[src/rtl/jump_ctrl_if.sv]
// Jump motion handshake between the sprite position block (master) and
// the jump motion generator (slave).
interface jump_ctrl_if;
  logic              jump_en;
  logic              head_hit;
  logic [31:0]       keycode;
  logic signed [9:0] jump_x_motion;
  logic signed [9:0] jump_y_motion;
  logic              airborne;
  logic [2:0]        jump_state;

  modport master (
    output jump_en, head_hit, keycode,
    input  jump_x_motion, jump_y_motion, airborne, jump_state
  );

  modport slave (
    input  jump_en, head_hit, keycode,
    output jump_x_motion, jump_y_motion, airborne, jump_state
  );
endinterface

[src/rtl/jump_ctrl.sv]
// Frame-rate jump generator: gravity-shaped rise, apex and fall that lands
// exactly at takeoff height, then waits for key release before re-arming.
module jump_ctrl #(
  parameter int V0       = 8,
  parameter int GRAV_DIV = 2,
  parameter int MAX_FALL = 8,
  parameter int AIR_X    = 1
) (
  input logic         Clk,
  input logic         Reset_n,
  input logic         frame_tick,
  jump_ctrl_if.slave  jif
);

  typedef enum logic [2:0] {
    IDLE = 3'd0,
    RISE = 3'd1,
    APEX = 3'd2,
    FALL = 3'd3,
    LAND = 3'd4
  } state_t;

  localparam logic [3:0]        V0_L       = 4'(V0);
  localparam logic [3:0]        MAX_FALL_L = 4'(MAX_FALL);
  localparam logic [1:0]        GCNT_TOP   = 2'(GRAV_DIV - 1);
  localparam logic signed [9:0] AIR_X_L    = 10'(AIR_X);

  state_t            state, state_nxt;
  logic [3:0]        vel, vel_nxt;
  logic [1:0]        gcnt, gcnt_nxt;
  logic [9:0]        height, height_nxt;
  logic signed [9:0] dir, dir_nxt;
  logic signed [9:0] x_mot, x_nxt;
  logic signed [9:0] y_mot, y_nxt;
  logic              airb, airb_nxt;
  logic              grav_step;
  logic [9:0]        fall_d;

  // A and D together cancel; either one alone picks the air direction.
  function automatic logic signed [9:0] key_dir(input logic [31:0] kc);
    logic has_a;
    logic has_d;
    has_a = 1'b0;
    has_d = 1'b0;
    for (int i = 0; i < 4; i++) begin
      if (kc[8*i +: 8] == 8'h04) has_a = 1'b1;
      if (kc[8*i +: 8] == 8'h07) has_d = 1'b1;
    end
    if (has_a && !has_d)      key_dir = -AIR_X_L;
    else if (has_d && !has_a) key_dir = AIR_X_L;
    else                      key_dir = '0;
  endfunction

  function automatic logic [9:0] min_step(input logic [3:0] v, input logic [9:0] h);
    logic [9:0] v_ext;
    v_ext    = {6'd0, v};
    min_step = (v_ext < h) ? v_ext : h;
  endfunction

  function automatic logic [3:0] sat_fall(input logic [3:0] v);
    logic [4:0] inc;
    inc      = {1'b0, v} + 5'd1;
    sat_fall = (inc > {1'b0, MAX_FALL_L}) ? MAX_FALL_L : inc[3:0];
  endfunction

  assign grav_step = (gcnt == GCNT_TOP);
  // Clamping the last fall step to the remaining height forces a zero net Y.
  assign fall_d    = min_step(vel, height);

  always_ff @(posedge Clk or negedge Reset_n) begin
    if (!Reset_n) begin
      state  <= IDLE;
      vel    <= '0;
      gcnt   <= '0;
      height <= '0;
      dir    <= '0;
      x_mot  <= '0;
      y_mot  <= '0;
      airb   <= 1'b0;
    end else begin
      state  <= state_nxt;
      vel    <= vel_nxt;
      gcnt   <= gcnt_nxt;
      height <= height_nxt;
      dir    <= dir_nxt;
      x_mot  <= x_nxt;
      y_mot  <= y_nxt;
      airb   <= airb_nxt;
    end
  end

  always_comb begin
    state_nxt  = state;
    vel_nxt    = vel;
    gcnt_nxt   = gcnt;
    height_nxt = height;
    dir_nxt    = dir;
    if (frame_tick) begin
      unique case (state)
        IDLE: begin
          if (jif.jump_en) begin
            state_nxt  = RISE;
            vel_nxt    = V0_L;
            gcnt_nxt   = '0;
            height_nxt = '0;
            dir_nxt    = key_dir(jif.keycode);
          end
        end
        RISE: begin
          if (jif.head_hit) begin
            state_nxt = FALL;
            vel_nxt   = 4'd1;
            gcnt_nxt  = '0;
          end else begin
            height_nxt = height + {6'd0, vel};
            gcnt_nxt   = grav_step ? 2'd0 : gcnt + 2'd1;
            if (grav_step) begin
              if (vel == 4'd1) state_nxt = APEX;
              else             vel_nxt   = vel - 4'd1;
            end
          end
        end
        APEX: begin
          state_nxt = FALL;
          vel_nxt   = 4'd1;
          gcnt_nxt  = '0;
        end
        FALL: begin
          height_nxt = height - fall_d;
          gcnt_nxt   = grav_step ? 2'd0 : gcnt + 2'd1;
          if (grav_step) vel_nxt = sat_fall(vel);
          if (height == fall_d) state_nxt = LAND;
        end
        LAND: begin
          if (!jif.jump_en) state_nxt = IDLE;
        end
        default: state_nxt = IDLE;
      endcase
    end
  end

  // Output values are captured with the state they lead into.
  always_comb begin
    y_nxt    = y_mot;
    x_nxt    = x_mot;
    airb_nxt = airb;
    if (frame_tick) begin
      y_nxt = '0;
      unique case (state)
        RISE:    if (!jif.head_hit) y_nxt = -$signed({6'd0, vel});
        FALL:    y_nxt = $signed(fall_d);
        default: y_nxt = '0;
      endcase
      airb_nxt = (state_nxt == RISE) || (state_nxt == APEX) || (state_nxt == FALL);
      x_nxt    = airb_nxt ? dir_nxt : 10'sd0;
    end
  end

  assign jif.jump_x_motion = x_mot;
  assign jif.jump_y_motion = y_mot;
  assign jif.airborne      = airb;
  assign jif.jump_state    = state;

endmodule

[src/flat_wrapper.sv]
// flat-port wrapper written by rule: the top's interface ports become plain ports
module jump_ctrl_flat 
#(
  parameter int V0       = 8,
  parameter int GRAV_DIV = 2,
  parameter int MAX_FALL = 8,
  parameter int AIR_X    = 1
)
  (Clk, Reset_n, frame_tick, jif_jump_en, jif_head_hit, jif_keycode, jif_jump_x_motion, jif_jump_y_motion, jif_airborne, jif_jump_state);
  jump_ctrl_if jif_i ();
  input logic Clk;
  input logic Reset_n;
  input logic frame_tick;
  input wire logic [$bits(jif_i.jump_en)-1:0] jif_jump_en;
  input wire logic [$bits(jif_i.head_hit)-1:0] jif_head_hit;
  input wire logic [$bits(jif_i.keycode)-1:0] jif_keycode;
  output wire logic [$bits(jif_i.jump_x_motion)-1:0] jif_jump_x_motion;
  output wire logic [$bits(jif_i.jump_y_motion)-1:0] jif_jump_y_motion;
  output wire logic [$bits(jif_i.airborne)-1:0] jif_airborne;
  output wire logic [$bits(jif_i.jump_state)-1:0] jif_jump_state;
  assign jif_i.jump_en = jif_jump_en;
  assign jif_i.head_hit = jif_head_hit;
  assign jif_i.keycode = jif_keycode;
  assign jif_jump_x_motion = jif_i.jump_x_motion;
  assign jif_jump_y_motion = jif_i.jump_y_motion;
  assign jif_airborne = jif_i.airborne;
  assign jif_jump_state = jif_i.jump_state;
  jump_ctrl #(.V0(V0), .GRAV_DIV(GRAV_DIV), .MAX_FALL(MAX_FALL), .AIR_X(AIR_X)) u_core (.Clk(Clk), .Reset_n(Reset_n), .frame_tick(frame_tick), .jif(jif_i));
endmodule
[config.mk]
export PLATFORM = sky130hd
export DESIGN_NAME = jump_ctrl_flat
export DESIGN_NICKNAME = d
export VERILOG_FILES = /design/src/rtl/jump_ctrl_if.sv /design/src/rtl/jump_ctrl.sv /design/src/flat_wrapper.sv
export SDC_FILE = /design/constraint.sdc
export NUM_CORES = 1
export LEC_CHECK = 0
export CORE_ASPECT_RATIO = 0.5
export CORE_MARGIN = 2
export CORE_UTILIZATION = 60
export DETAILED_ROUTE_END_ITERATION = 8
export DONT_BUFFER_PORTS = 1
export PLACE_DENSITY = 0.8
export SLEW_MARGIN = 10
export SYNTH_ARGS = -nofsm -noshare
export SYNTH_HDL_FRONTEND = slang
export SYNTH_SLANG_ARGS = --single-unit
[constraint.sdc]
create_clock -name Clk -period 5.4 [get_ports Clk]
set_clock_uncertainty 0.15 [all_clocks]
set_input_delay 1.08 -clock Clk [delete_from_list [all_inputs] [get_ports Clk]]
set_output_delay 1.08 -clock Clk [all_outputs]
set_load 0.05 [all_outputs]
==> metrics.md, run 1 <==
| Metric | Value |
|---|---|
| Slew headroom | `0.432` |
| Initial DRT Pass Iterations | `4` |
| R2r endpoint | `u_core.height[6]` |
| Vias in the first global route | `2540` |
| Antenna viol nets, final | `0` |
| Hpwl dp | `5800 um` |
| Critical path's slowest cell | `or4_1` |
| Syn Area/Cell | `9.13 um2` |
| Slowest Stage Delay on Critical Path | `570 ps` |
| Register area | `1250 um2` |
| Leakage | `1.49 nW` |
| CTS Hold Buffers Added | `0` |
| Post-layout nets | `397` |
| Post-Syn Area | `3180 um2` |
| Number of CTS-inserted buffers | `5` |
| CTS tree | `done` |
| Final Cycle Share | `0.721` |
| Tot GR Track Use | `0.273` |
| FP Rows | `18` |
| Crit path DAT | `3970 ps` |
| Min Tclk post-route | `3890 ps` |
| Area Overhead vs Synth | `3.90%` |
| Initial core utilization | `0.632` |
| Unrepaired setup endpoints after global routing | `false` |
| Global route overflow | `0` |
| Startpoint types | `flop` |
| Core area | `5020 um2` |
| Register area share after synthesis | `0.394` |
| WP buf/inv | `1` |
| Largest net degree at the start of global routing | `51` |
| Antenna violations before repair | `0` |
| Critical-path cell list | `or4_1, or3_4, a21oi_2, nand2_1, o21ai_0, ha_1, inv_1, fa_1, a21o_1, a21oi_1, nand3_1, o21a_1, o211ai_1` |
| Die Area | `5930 um2` |
| Post-synth ARST share | `1.00` |
| Drt total wl | `7680 um` |
| Vias per std cell | `6.49` |
| # setup viols final | `0` |
| Final-report hold violation count | `0` |
| DRC | `0` |
| Layout fillers | `407` |
| EDFF count, synth | `0` |
| Post-CTS sizing | `0` |
| Number of top-level pins | `61` |
| Clk_lat worst skew | `320 ps` |
| Global-route wire length before repair | `12600 um` |
| Max Cap Violations | `0` |
| GP Congestion | `0.912` |
| Setup Buffers After CTS | `0` |
| Clk buf depth | `2` |
| Synth area leader | `dfrtp_1` |
| WL/cell | `18.7 um` |
| Clock sink count | `50` |
| Tightest Hold Check Type | `in2async` |
| Unique masters post-synth | `65` |
| Yosys warns | `0` |
| Hold slack | `291 ps` |
| Clock slew at reported path FFs | `100 ps` |
| Diode count | `0` |
| H-tree depth | `2` |
| Share of cells above drive strength 1 | `0.0587` |
| Crit path max-delay family | `compound AO/OA/AOI/OAI gates` |
| Iter 0 DRT Violations | `153` |
| Crit-path max FO | `13` |
| Clk root buf | `clkbuf_8` |
| Cell Area, Placed | `3180 um2` |
| Power Dens Cells | `569 nW/um2` |
| Area of the multi-input gates | `1760 um2` |
| PortBufs | `0` |
| Most used DFF post-synth | `dfrtp_1` |
| Die H | `55.4 um` |
| Outcome | `complete, no violations` |
| Worst Path Required | `5480 ps` |
| Setup TNS | `0 ps` |
| Finished Cell Area | `3300 um2` |
| Peak VDD IR | `0.243 mV` |
| Die X | `107 um` |
| Slew Limit Fails | `0` |
| Reg-to-reg slack, setup | `1510 ps` |
| Post-Syn Nets | `405` |
| Synth Register Bits | `50` |
| Vias | `2667` |
| Setup crit end kind | `flop` |
| Final core utilization | `0.657` |
| Fmax | `257 MHz` |
| Least-Margin Pin Slew | `840 ps` |
| Yosys top cell area share | `0.394` |
| Critical path class | `reg2reg` |
| Mapped Cells | `348` |
| Ranking of synthesized cells by area | `dfrtp_1 39%, ha_1 7.1%, o21ai_0 3.6%` |
| Reg2Reg Depth | `13` |
| Reg-to-reg startpoint | `u_core.height[4]` |
| Worst path depth | `13` |
==> report_power, final <==
part / internal (mW) / leakage [nW] / switching, mW / total [mW]
Clock: 0.142 / 0.0591 / 0.139 / 0.281
Combinational: 0.344 / 0.774 / 0.515 / 0.859
Sequential: 0.462 / 0.659 / 0.276 / 0.739
==> synthesized netlist by cell type (all sizes together) (9+ instances only) <==
| cell type | count |
|---|---|
| a21o | 12 |
| a21oi | 20 |
| a22o | 12 |
| clkbuf | 9 |
| dfrtp | 50 |
| ha | 18 |
| inv | 20 |
| nand2 | 30 |
| nand3 | 11 |
| nor2 | 23 |
| nor3 | 11 |
| o21ai | 25 |
==> registers in the layout (all words and copies together) (netlist names) <==
| register | flops |
|---|---|
| u_core.vel | 4 |
| u_core.jif.jump_x_motion | 10 |
| u_core.jif.airborne | 1 |
| u_core.jif.jump_state | 3 |
| u_core.jif.jump_y_motion | 10 |
| u_core.dir | 10 |
| u_core.gcnt | 2 |
| u_core.height | 10 |
==> kinds of logic after synthesis <==
kind of cell             count (synthesis)  synth area share
multiplexers                             5            0.0165
AND/OR/NAND/NOR                        117             0.193
adder cells (fa/ha/maj)                 20            0.0835
buffers and inverters                   37            0.0524
AO/OA/AOI/OAI                          115             0.249
flip-flops                              50             0.394
XOR/XNOR                                 4            0.0110
==> cell usage in the layout, fill, tap and decap left out, drive strengths merged, types with 3 or more instances in the layout <==
cell type	count
dfrtp	50
nand2	30
o21ai	25
nor2	23
inv	22
a21oi	20
ha	18
a21o	12
a22o	12
nand3	11
nor3	11
nor4	8
nand2b	7
o21a	7
o211ai	5
clkbuf	5
or3	5
nor2b	4
a31oi	4
a211oi	4
nand3b	3
o31ai	3
mux2i	3
a311oi	3
a22oi	3
==> worst reg2reg max path, cell delays in order, from the launching register on <==
cell      delay, ps
dfrtp_1         500
or4_1           570
or3_4           380
a21oi_2         410
nand2_1          90
o21ai_0          90
ha_1            190
inv_1            50
fa_1            400
a21o_1          170
a21oi_1         340
nand3_1         160
o21a_1          140
o211ai_1        190
==> final cells by class <==
class | count | area share
inverters | 21 | 0.0239
clock inverters | 3 | 0.0144
clock buffers | 5 | 0.0209
multi-input cells | 261 | 0.533
repair buffers | 1 | 0.00228
flip-flops and latches | 50 | 0.379
well taps | 70 | 0.0265
==> metrics by stage <==
stage | setup slack (ps) | std cells | total power, mW
final | 1510 | 411 | 1.88
after global routing | 1260 | 411 | 2.01
after CTS | 1560 | 411 | 1.87
after detailed placement | 1590 | 403 | 1.59
after global placement | 1690 | 403 | 1.56
after floorplan | 1940 | 348 | 1.40
==> layer usage <==
metal | track usage | routed length, um | up-vias
li1 | - | - | 1266
met1 | 0.363 | 3410 | 1277
met2 | 0.441 | 3480 | 108
met3 | 0.0685 | 611 | 16
met4 | 0.0872 | 181 | 0
met5 | 0 | 0 | -
==> how the worst max path moves through the flow <==
| stage | start | end | slack [ps] |
|---|---|---|---|
| after floorplan | u_core.height[5] | u_core.height[4] | 1940 |
| after global placement | u_core.height[4] | u_core.height[4] | 1690 |
| after detailed placement | u_core.height[4] | u_core.height[6] | 1590 |
| after CTS | u_core.height[4] | u_core.height[6] | 1560 |
| after global routing | u_core.height[4] | u_core.height[6] | 1260 |
| final | u_core.height[4] | u_core.height[6] | 1510 |
Power figures use the tool's default switching activity.
==> run 2: changes to the inputs <==
--- a/config.mk
+++ b/config.mk
@@ -7,7 +7,7 @@
 export LEC_CHECK = 0
 export CORE_ASPECT_RATIO = 0.5
 export CORE_MARGIN = 2
-export CORE_UTILIZATION = 60
+export CORE_UTILIZATION = 58
 export DETAILED_ROUTE_END_ITERATION = 8
 export DONT_BUFFER_PORTS = 1
 export PLACE_DENSITY = 0.8
==> constraint.sdc (replaced) <==
create_clock -name Clk -period 3.5 [get_ports Clk]
set_clock_uncertainty 0.15 [all_clocks]
set_input_delay 0.7 -clock Clk [delete_from_list [all_inputs] [get_ports Clk]]
set_output_delay 0.7 -clock Clk [all_outputs]
set_load 0.05 [all_outputs]
==> run 2 against run 1 <==
Against the previous run:
- first-iteration DRC count grew to 2.7 times the previous value
- sequential power grew 43%
- final area rose by 5.1%
- count of clock-buffer cells in the layout is 1 higher
- largest cell class unchanged
- highest routed layer unchanged
==> metrics.md, run 2 (synthesis results as in run 1) <==
| Metric | Value |
|---|---|
| Switching Fraction | `0.507 (was 0.495)` |
| Antenna viol nets, final | `0 (unchanged)` |
| DRC | `0 (unchanged)` |
| Die Area | `6120 um2 (was 5930 um2)` |
| Antenna violations before repair | `0 (unchanged)` |
| Hpwl dp | `6240 um (was 5800 um)` |
| Combinational share of power | `0.538 (was 0.457)` |
| Startpoint types | `flop (unchanged)` |
| Iter 0 DRT Violations | `406 (was 153)` |
| Vias in the first global route | `2947 (was 2540)` |
| Share of cells above drive strength 1 | `0.118 (was 0.0587)` |
| Max Cap Violations | `0 (unchanged)` |
| Peak VDD IR | `0.358 mV (was 0.243 mV)` |
| CTS tree | `done (unchanged)` |
| Clk buf depth | `2 (unchanged)` |
| Clock share of power | `0.122 (was 0.150)` |
| Die X | `109 um (was 107 um)` |
| Slew headroom | `0.435 (was 0.432)` |
| Clk root buf | `clkbuf_8 (unchanged)` |
| Worst Path Required | `3560 ps (was 5480 ps)` |
| Seq pwr share | `0.341 (was 0.393)` |
| Most common cell after layout, fill and taps aside | `dfrtp_1 (unchanged)` |
| Initial DRT Pass Iterations | `6 (was 4)` |
| Largest net degree at the start of global routing | `51 (unchanged)` |
| Diode count | `0 (unchanged)` |
| Final Cycle Share | `0.974 (was 0.721)` |
| Int Pwr | `1.54 mW (was 0.948 mW)` |
| Number of top-level pins | `61 (unchanged)` |
| PortBufs | `0 (unchanged)` |
| Tightest Hold Check Type | `in2async (unchanged)` |
| Initial core utilization | `0.624 (was 0.632)` |
| Pwr Total | `3.12 mW (was 1.88 mW)` |
| Power Dens Cells | `899 nW/um2 (was 569 nW/um2)` |
| Pre-CTS WS | `-10.0 ps (was 1590 ps)` |
| FP Rows | `18 (unchanged)` |
| Core area | `5090 um2 (was 5020 um2)` |
| Clock sink count | `50 (unchanged)` |
| Slew Limit Fails | `0 (unchanged)` |
| Reported net switching power | `1.58 mW (was 0.931 mW)` |
| Post-layout nets | `412 (was 397)` |
| Number of CTS-inserted buffers | `5 (unchanged)` |
| Setup crit end kind | `flop (unchanged)` |
| Crit-path max FO | `10 (was 13)` |
| H-tree depth | `2 (unchanged)` |
| Global route overflow | `0 (unchanged)` |
| # setup viols final | `0 (unchanged)` |
| Outcome | `complete, no violations (unchanged)` |
| Die H | `56.3 um (was 55.4 um)` |
| Cell Area, Placed | `3280 um2 (was 3180 um2)` |
| Global-route wire length before repair | `14200 um (was 12600 um)` |
| Min Tclk post-route | `3410 ps (was 3890 ps)` |
| Post-route setup slack | `91.0 ps (was 1510 ps)` |
| Vias per std cell | `6.77 (was 6.49)` |
| Finished Cell Area | `3470 um2 (was 3300 um2)` |
| Clk_lat worst skew | `310 ps (was 320 ps)` |
| Fmax | `293 MHz (was 257 MHz)` |
| Unrepaired setup endpoints after global routing | `true (was false)` |
| GP Congestion | `0.952 (was 0.912)` |
| Leakage | `1.57 nW (was 1.49 nW)` |
| Area Overhead vs Synth | `9.22% (was 3.90%)` |
| Commonest cells after routing, fill and taps aside | `50 x dfrtp_1, 30 x nand2_1, 23 x o21ai_0 (was 50 x dfrtp_1, 30 x nand2_1, 23 x o21ai_0, 23 x nor2_1, 20 x inv_1)` |
| Clock slew at reported path FFs | `100 ps (about the same)` |
| Drt total wl | `8790 um (was 7680 um)` |
| Least-Margin Pin Slew | `847 ps (was 840 ps)` |
| Crit path DAT | `3470 ps (was 3970 ps)` |
| WL/cell | `20.6 um (was 18.7 um)` |
| Vias | `2882 (was 2667)` |
| Tot GR Track Use | `0.296 (was 0.273)` |
| Final-report hold violation count | `0 (unchanged)` |
| Critical path class | `reg2reg (unchanged)` |
[run 2: cell count changes in the layout (fill, tap and decap cells not counted), sizes merged]
cell and change:
inv -2, clkinv +2, clkbuf +1, bufinv -1, buf +15
[run 2: repair_timing]
action | CTS | global route
setup buffers | 0 | 1
hold endpoints to repair | 50 | 0
endpoints found under the setup margin | 11 | 14
resized for setup | 2 | 9
hold buffers | 1 | 0
pin swaps | 0 | 2
[run 2: power groups by stage]
stage	logic (mW)	clock network, mW	registers (mW)
2_1_floorplan	1.09	0	1.06
3_3_place_gp	1.45	0	1.06
3_5_place_dp	1.51	0	1.07
4_1_cts	1.54	0.376	1.06
5_1_grt	1.84	0.407	1.08
6_report	1.68	0.379	1.06
[run 2: routing by layer]
layer	vias to the layer above	routed length, um	global-route usage
li1	1303	-	-
met1	1415	3710	0.395
met2	149	4220	0.475
met3	15	765	0.0697
met4	0	97	0.103
met5	-	0	0
[run 2: area by class of cell]
class	count	area, um2
clock inverters	2	17.5
inverters	21	78.8
fillers	392	1620
well taps	70	87.6
multi-input cells	261	1810
clock buffers	6	82.6
flip-flops and latches	50	1250
repair buffers	16	140
[run 2: worst max-delay path, stage by stage (launching register included)]
cell and delay, ps:
dfrtp_1 380, or4_1 540, or3_4 380, a21oi_4 170
buf_4 190, a21oi_1 90, ha_1 390, o21ai_0 190
a21oi_4 230, nor4_2 70, or2_2 290, a22o_2 240
[run 2: per-stage QoR]
step           utilization  std cells  hold WS, ps  setup TNS, ps
3_5_place_dp         0.645        416          255          -11.3
4_1_cts              0.671        425         89.8              0
2_1_floorplan            -        348          254              0
5_1_grt              0.681        426         89.7           -237
6_report             0.681        426         80.6              0
3_3_place_gp         0.645        416          255              0
[run 2: worst paths after layout]
check / cells after the start / endpoint / from / slack, ps
setup / recovery: 11 / u_core.height[5] / u_core.height[5] / 90
hold / removal: 1 / u_core.dir[1] / Reset_n / 80
setup reg to reg: 11 / u_core.height[5] / u_core.height[5] / 90
hold reg to reg: 1 / u_core.dir[8] / u_core.dir[8] / 340
max in group asynchronous: 1 / u_core.height[0] / Reset_n / 2910
min in group Clk: 1 / u_core.jif.jump_state[2] / frame_tick / 330
==> run 3: changes to the inputs <==
--- a/config.mk
+++ b/config.mk
@@ -7,7 +7,7 @@
 export LEC_CHECK = 0
 export CORE_ASPECT_RATIO = 0.5
 export CORE_MARGIN = 2
-export CORE_UTILIZATION = 58
+export CORE_UTILIZATION = 60
 export DETAILED_ROUTE_END_ITERATION = 8
 export DONT_BUFFER_PORTS = 1
 export PLACE_DENSITY = 0.8
==> constraint.sdc (replaced) <==
create_clock -name Clk -period 3.73 [get_ports Clk]
set_clock_uncertainty 0.15 [all_clocks]
set_input_delay 0.746 -clock Clk [delete_from_list [all_inputs] [get_ports Clk]]
set_output_delay 0.746 -clock Clk [all_outputs]
set_load 0.05 [all_outputs]
==> run 3 against run 2 <==
Against the previous run:
- routed wire length decreased by 8.1%
- clock power increased by 5.5%
- sequential share of layout area increased by 0.70 points
- critical endpoint unchanged
- sequential power about the same
- cell count decreased by 1.2%
- critical path type unchanged
- register-to-register slack improved by 99 ps
- power decreased by 9.6%
- fmax decreased by 3.7%
- combinational power decreased by 18%
- sequential cell count unchanged
- worst hold slack improved by 49 ps
==> metrics.md, run 3 (synthesis results as in run 1) <==
| Metric | Value |
|---|---|
| Outcome | `complete, no violations (unchanged)` |
| Vias per std cell | `6.69 (was 6.77)` |
| Final Cycle Share | `0.949 (was 0.974)` |
| H-tree depth | `2 (unchanged)` |
| Initial DRT Pass Iterations | `4 (was 6)` |
| Reg-to-reg slack, setup | `190 ps (was 90 ps)` |
| Least-Margin Pin Slew | `859 ps (was 847 ps)` |
| Final non-filler cell total | `421 (was 426)` |
| WL/cell | `19.2 um (was 20.6 um)` |
| # setup viols final | `0 (unchanged)` |
| Max Cap Violations | `0 (unchanged)` |
| Power Dens Cells | `829 nW/um2 (was 899 nW/um2)` |
| Fmax | `283 MHz (was 293 MHz)` |
| Crit path max-delay family | `simple AND/OR/NAND/NOR gates (unchanged)` |
| Initial core utilization | `0.632 (was 0.624)` |
| Reg2Reg Depth | `11 (unchanged)` |
| Antenna violations before repair | `0 (unchanged)` |
| Commonest cells after routing, fill and taps aside | `50 x dfrtp_1, 30 x nand2_1, 23 x o21ai_0 (unchanged)` |
| Crit-path max FO | `11 (was 10)` |
| Vias in the first global route | `2586 (was 2947)` |
| Worst Path Required | `3790 ps (was 3560 ps)` |
| Slowest Stage Delay on Critical Path | `560 ps (was 540 ps)` |
| WP buf/inv | `1 (unchanged)` |
| Diode count | `0 (unchanged)` |
| Leakage | `1.55 nW (was 1.57 nW)` |
| Clock sink count | `50 (unchanged)` |
| Die H | `55.4 um (was 56.3 um)` |
| Global route overflow | `0 (unchanged)` |
| Met3 Use GR | `0.0720 (was 0.0697)` |
| Grt peak-use layer | `met2 (unchanged)` |
| Critical-path cell list | `or4_1, or3_4, a21oi_2, buf_4, mux2i_1, ha_1, o21ai_0, a21oi_1, nor4_1, or2_2, a22o_2 (was or4_1, or3_4, a21oi_4, buf_4, a21oi_1, ha_1, o21ai_0, a21oi_4, nor4_2, or2_2, a22o_2)` |
| Global-route wire length before repair | `12800 um (was 14200 um)` |
| Share of cells above drive strength 1 | `0.0912 (was 0.118)` |
| Slew headroom | `0.427 (was 0.435)` |
| Final core utilization | `0.677 (was 0.681)` |
| Die X | `107 um (was 109 um)` |
| Min Tclk post-route | `3540 ps (was 3410 ps)` |
| Slew Limit Fails | `0 (unchanged)` |
| Number of top-level pins | `61 (unchanged)` |
| Most common cell after layout, fill and taps aside | `dfrtp_1 (unchanged)` |
| Clk_lat worst skew | `310 ps (about the same)` |
| Setup TNS | `0 ps (unchanged)` |
| Tightest Hold Check Type | `in2async (unchanged)` |
| DRC | `0 (unchanged)` |
| R2r endpoint | `u_core.height[5] (unchanged)` |
| CTS tree | `done (unchanged)` |
| Die Area | `5930 um2 (was 6120 um2)` |
| Hpwl dp | `6120 um (was 6240 um)` |
| Placed cell count | `412 (was 416)` |
| Critical path's slowest cell | `or4_1 (unchanged)` |
| Largest net degree at the start of global routing | `51 (unchanged)` |
| Area Overhead vs Synth | `7.13% (was 9.22%)` |
| Final-report hold violation count | `0 (unchanged)` |
| Met1 Use GR | `0.361 (was 0.395)` |
| Clk buf depth | `2 (unchanged)` |
| Clk root buf | `clkbuf_8 (unchanged)` |
| FP Rows | `18 (unchanged)` |
| Core area | `5020 um2 (was 5090 um2)` |
| Number of CTS-inserted buffers | `5 (unchanged)` |
| Vias | `2818 (was 2882)` |
| Crit path DAT | `3600 ps (was 3470 ps)` |
| Drt total wl | `8080 um (was 8790 um)` |
| Iter 0 DRT Violations | `236 (was 406)` |
| Clock slew at reported path FFs | `100 ps (about the same)` |
| Tot GR Track Use | `0.277 (was 0.296)` |
| Startpoint types | `flop (unchanged)` |
| GP Congestion | `0.959 (was 0.952)` |
| Setup crit end kind | `flop (unchanged)` |
| Post-layout nets | `407 (was 412)` |
| Peak VDD IR | `0.321 mV (was 0.358 mV)` |
| PortBufs | `0 (unchanged)` |
| Met2 track demand over resource | `0.463 (was 0.475)` |
| Critical path class | `reg2reg (unchanged)` |
| Antenna viol nets, final | `0 (unchanged)` |
| Unrepaired setup endpoints after global routing | `false (was true)` |
| Reg-to-reg startpoint | `u_core.height[5] (unchanged)` |
run 3: changes by cell type in the layout (fill, tap and decap cells not counted), moves of 2 or more:
cell,previous run,this run
clkinv_4,2,0
a21oi_4,3,0
a21oi_1,16,18
buf_4,15,10
run 3: what timing repair did:
action                                  CTS  global route
buffers inserted                          0             0
hold buffers                              1             0
endpoints found under the setup margin    0            11
hold endpoints to repair                 50             0
resized for setup                         0             2
run 3: worst register-to-register path: stages (launching register included):
cell	delay (ps)
dfrtp_1	460
or4_1	560
or3_4	370
a21oi_2	150
buf_4	190
mux2i_1	240
ha_1	250
o21ai_0	100
a21oi_1	340
nor4_1	110
or2_2	290
a22o_2	230
run 3: area by class of cell:
type / count / area, um2
clock buffers: 5 / 68.8
inverters: 21 / 78.8
fillers: 379 / 1620
clock inverters: 3 / 48.8
multi-input cells: 261 / 1760
flip-flops and latches: 50 / 1250
repair buffers: 11 / 103
well taps: 70 / 87.6
run 3: routing by layer:
layer / up-vias / part of all wire
li1: 1289 / -
met1: 1357 / 0.43
met2: 152 / 0.47
met3: 20 / 0.086
met4: 0 / 0.018
met5: - / 0
run 3: how the worst max path moves through the flow:
stage,startpoint,end,depth (start not counted)
5_1_grt,u_core.height[5],u_core.height[5],12
2_1_floorplan,u_core.height[5],u_core.height[4],14
3_5_place_dp,u_core.height[5],u_core.height[4],13
4_1_cts,u_core.height[5],u_core.height[4],13
3_3_place_gp,u_core.height[5],u_core.height[5],11
6_report,u_core.height[5],u_core.height[5],11
run 3: power breakdown:
part	total (mW)	switching (mW)	leakage, nW	internal [mW]
Clock	0.400	0.196	0.0563	0.204
Combinational	1.37	0.816	0.832	0.554
Sequential	1.05	0.382	0.659	0.669
Total	2.82	1.39	1.55	1.43
run 3: stage by stage:
stage                     cell area (um2)  hold WS [ps]  worst slack, ps  power [mW]
after global placement               3250           302              253        2.32
after floorplan                      3180           297              268        2.02
final                                3400           130              190        2.82
after detailed placement             3250           302              222        2.38
after global routing                 3400           137             8.79        3.00
after CTS                            3400           132              185        2.79
==> edit (settings of run 3) <==
Register the input `frame_tick` before use. The logic sees it one clock later. The other inputs are not delayed to match.
--- a/src/rtl/jump_ctrl.sv
+++ b/src/rtl/jump_ctrl.sv
@@ -24,6 +24,12 @@
   localparam logic [3:0]        MAX_FALL_L = 4'(MAX_FALL);
   localparam logic [1:0]        GCNT_TOP   = 2'(GRAV_DIV - 1);
   localparam logic signed [9:0] AIR_X_L    = 10'(AIR_X);
+
+  logic frame_tick_q;
+
+  always_ff @(posedge Clk) begin
+    frame_tick_q <= frame_tick;
+  end
 
   state_t            state, state_nxt;
   logic [3:0]        vel, vel_nxt;
@@ -95,7 +101,7 @@
     gcnt_nxt   = gcnt;
     height_nxt = height;
     dir_nxt    = dir;
-    if (frame_tick) begin
+    if (frame_tick_q) begin
       unique case (state)
         IDLE: begin
           if (jif.jump_en) begin
@@ -144,7 +150,7 @@
     y_nxt    = y_mot;
     x_nxt    = x_mot;
     airb_nxt = airb;
-    if (frame_tick) begin
+    if (frame_tick_q) begin
       y_nxt = '0;
       unique case (state)
         RISE:    if (!jif.head_hit) y_nxt = -$signed({6'd0, vel});
Function: changed (Yosys sat finds a counterexample within 4 cycles, from zero or initial values and one cycle with Reset_n low).
==> edit against run 3 <==
Area after synthesis increased by 1.7%. Power about the same. Non-clock buffer count increased by 6. Wire length decreased by 4.0%. Global-route usage decreased by 2.1 points. Sequential cell count increased by 1. Cell area increased by 3.5%. Setup slack got worse by 0.088 ns.
==> edit: results <==
[yosys]
ys_seq_area_frac = 0.393
synth_cell_types = 67
synth_common_cells = dfrtp_1 (50), inv_1 (45), nor2_1 (25)
synth_async_sr_flop_share = 0.980
yosysWarnings = 0
synthTopCellsByArea = dfrtp_1 (39%), ha_1 (7.0%), inv_1 (5.2%)
syn_nets = 415
synth_area_per_cell_um2 = 9.02

[drt]
avgViaCountPerCell = 6.23
drt_iter0_markers = 177
avgRoutedWirePerCell_um = 17.8
firstDrtPassIters = 5

[pwr]
vdd_drop_max_v = 0.000428
pg_clk_uw = 341
pg_comb_uw = 1500
leakagePower_uw = 0.00159
p_sw_frac = 0.480
p_per_area_nw_per_um2 = 802

[place]
place_ws_ns = 0.0696
dp.final_hpwl_mm = 5.60
place_congestion = 0.919

[critical_path]
max_stage_delay_ns = 0.38
r2r_cells = 15
start_kind = register
r2r_slack_ns = 0.10
r2r-end = u_core.height[8]
critical-path-top-delay-family = compound AO/OA/AOI/OAI gates
crit_arrival_ns = 3.71
path_max_fanout = 4
slowest_stage = a2111oi_4
timing.rr.start = u_core.height[1]

[global_routing]
grt_util_all_layers = 0.256
grt_pass1_wl_mm = 12.2
grt_pass1_vias = 2627
grt_max_degree = 51

[cells_and_area]
nets = 423
drive_gt1_frac = 0.150
nFillCells = 389
fin_cells = 437

[cts]
clock_latency_ns = 0.31
cts_buffers = 5
clock-root-buffer = clkbuf_8
cts.clk_slew.worst_paths_ns = 0.10

[sta]
tightest_slew_ns = 0.881
worst_slack_ns = 0.102

[status]
status = complete, no violations
==> edit: through the flow <==
stage | TNS, ns | instance area [µm²] | hold slack (ns)
5_1_grt | -0.404 | 3520 | 0.125
3_3_place_gp | 0 | 3330 | 0.301
6_report | 0 | 3520 | 0.118
2_1_floorplan | 0 | 3230 | 0.293
3_5_place_dp | 0 | 3330 | 0.301
4_1_cts | 0 | 3460 | 0.128
==> edit: layout make-up <==
| cell class | count | area share |
|---|---|---|
| Clock buffer | 6 | 0.0235 |
| Inverter | 45 | 0.0480 |
| Clock inverter | 2 | 0.00391 |
| Multi-Input combinational cell | 246 | 0.496 |
| Sequential cell | 51 | 0.362 |
| Timing Repair Buffer | 17 | 0.0419 |
| Tap cell | 70 | 0.0249 |
==> edit: logic make-up (layout without fill, tap and decap cells) <==
logic type / Yosys count / count (layout) / share of synthesized area
adders and majority gates: 20 / 20 / 0.0821
AOI/OAI and AO/OA: 103 / 103 / 0.224
DFF: 51 / 51 / 0.393
xor gates and xnor gates: 4 / 4 / 0.0108
muxes: 10 / 10 / 0.0325
and+or+nand+nor: 109 / 109 / 0.182
buffers and inverters: 61 / 70 / 0.0751
==> edit: what timing repair did <==
action                                  4_1_cts  5_1_grt
setup buffers                                 0        4
endpoints found under the setup margin        0       17
hold buffers                                  1        0
endpoints found under the hold margin        50        0
resized for setup                             0        8
==> edit: routing by layer <==
layer | wire length, µm | vias up | global-route usage | part of all wire
met4 | 42 | 0 | 0.0696 | 0.0054
met1 | 3470 | 1314 | 0.335 | 0.45
met5 | 0 | - | 0 | 0
met3 | 536 | 5 | 0.0504 | 0.069
met2 | 3710 | 119 | 0.438 | 0.48
li1 | - | 1284 | - | -
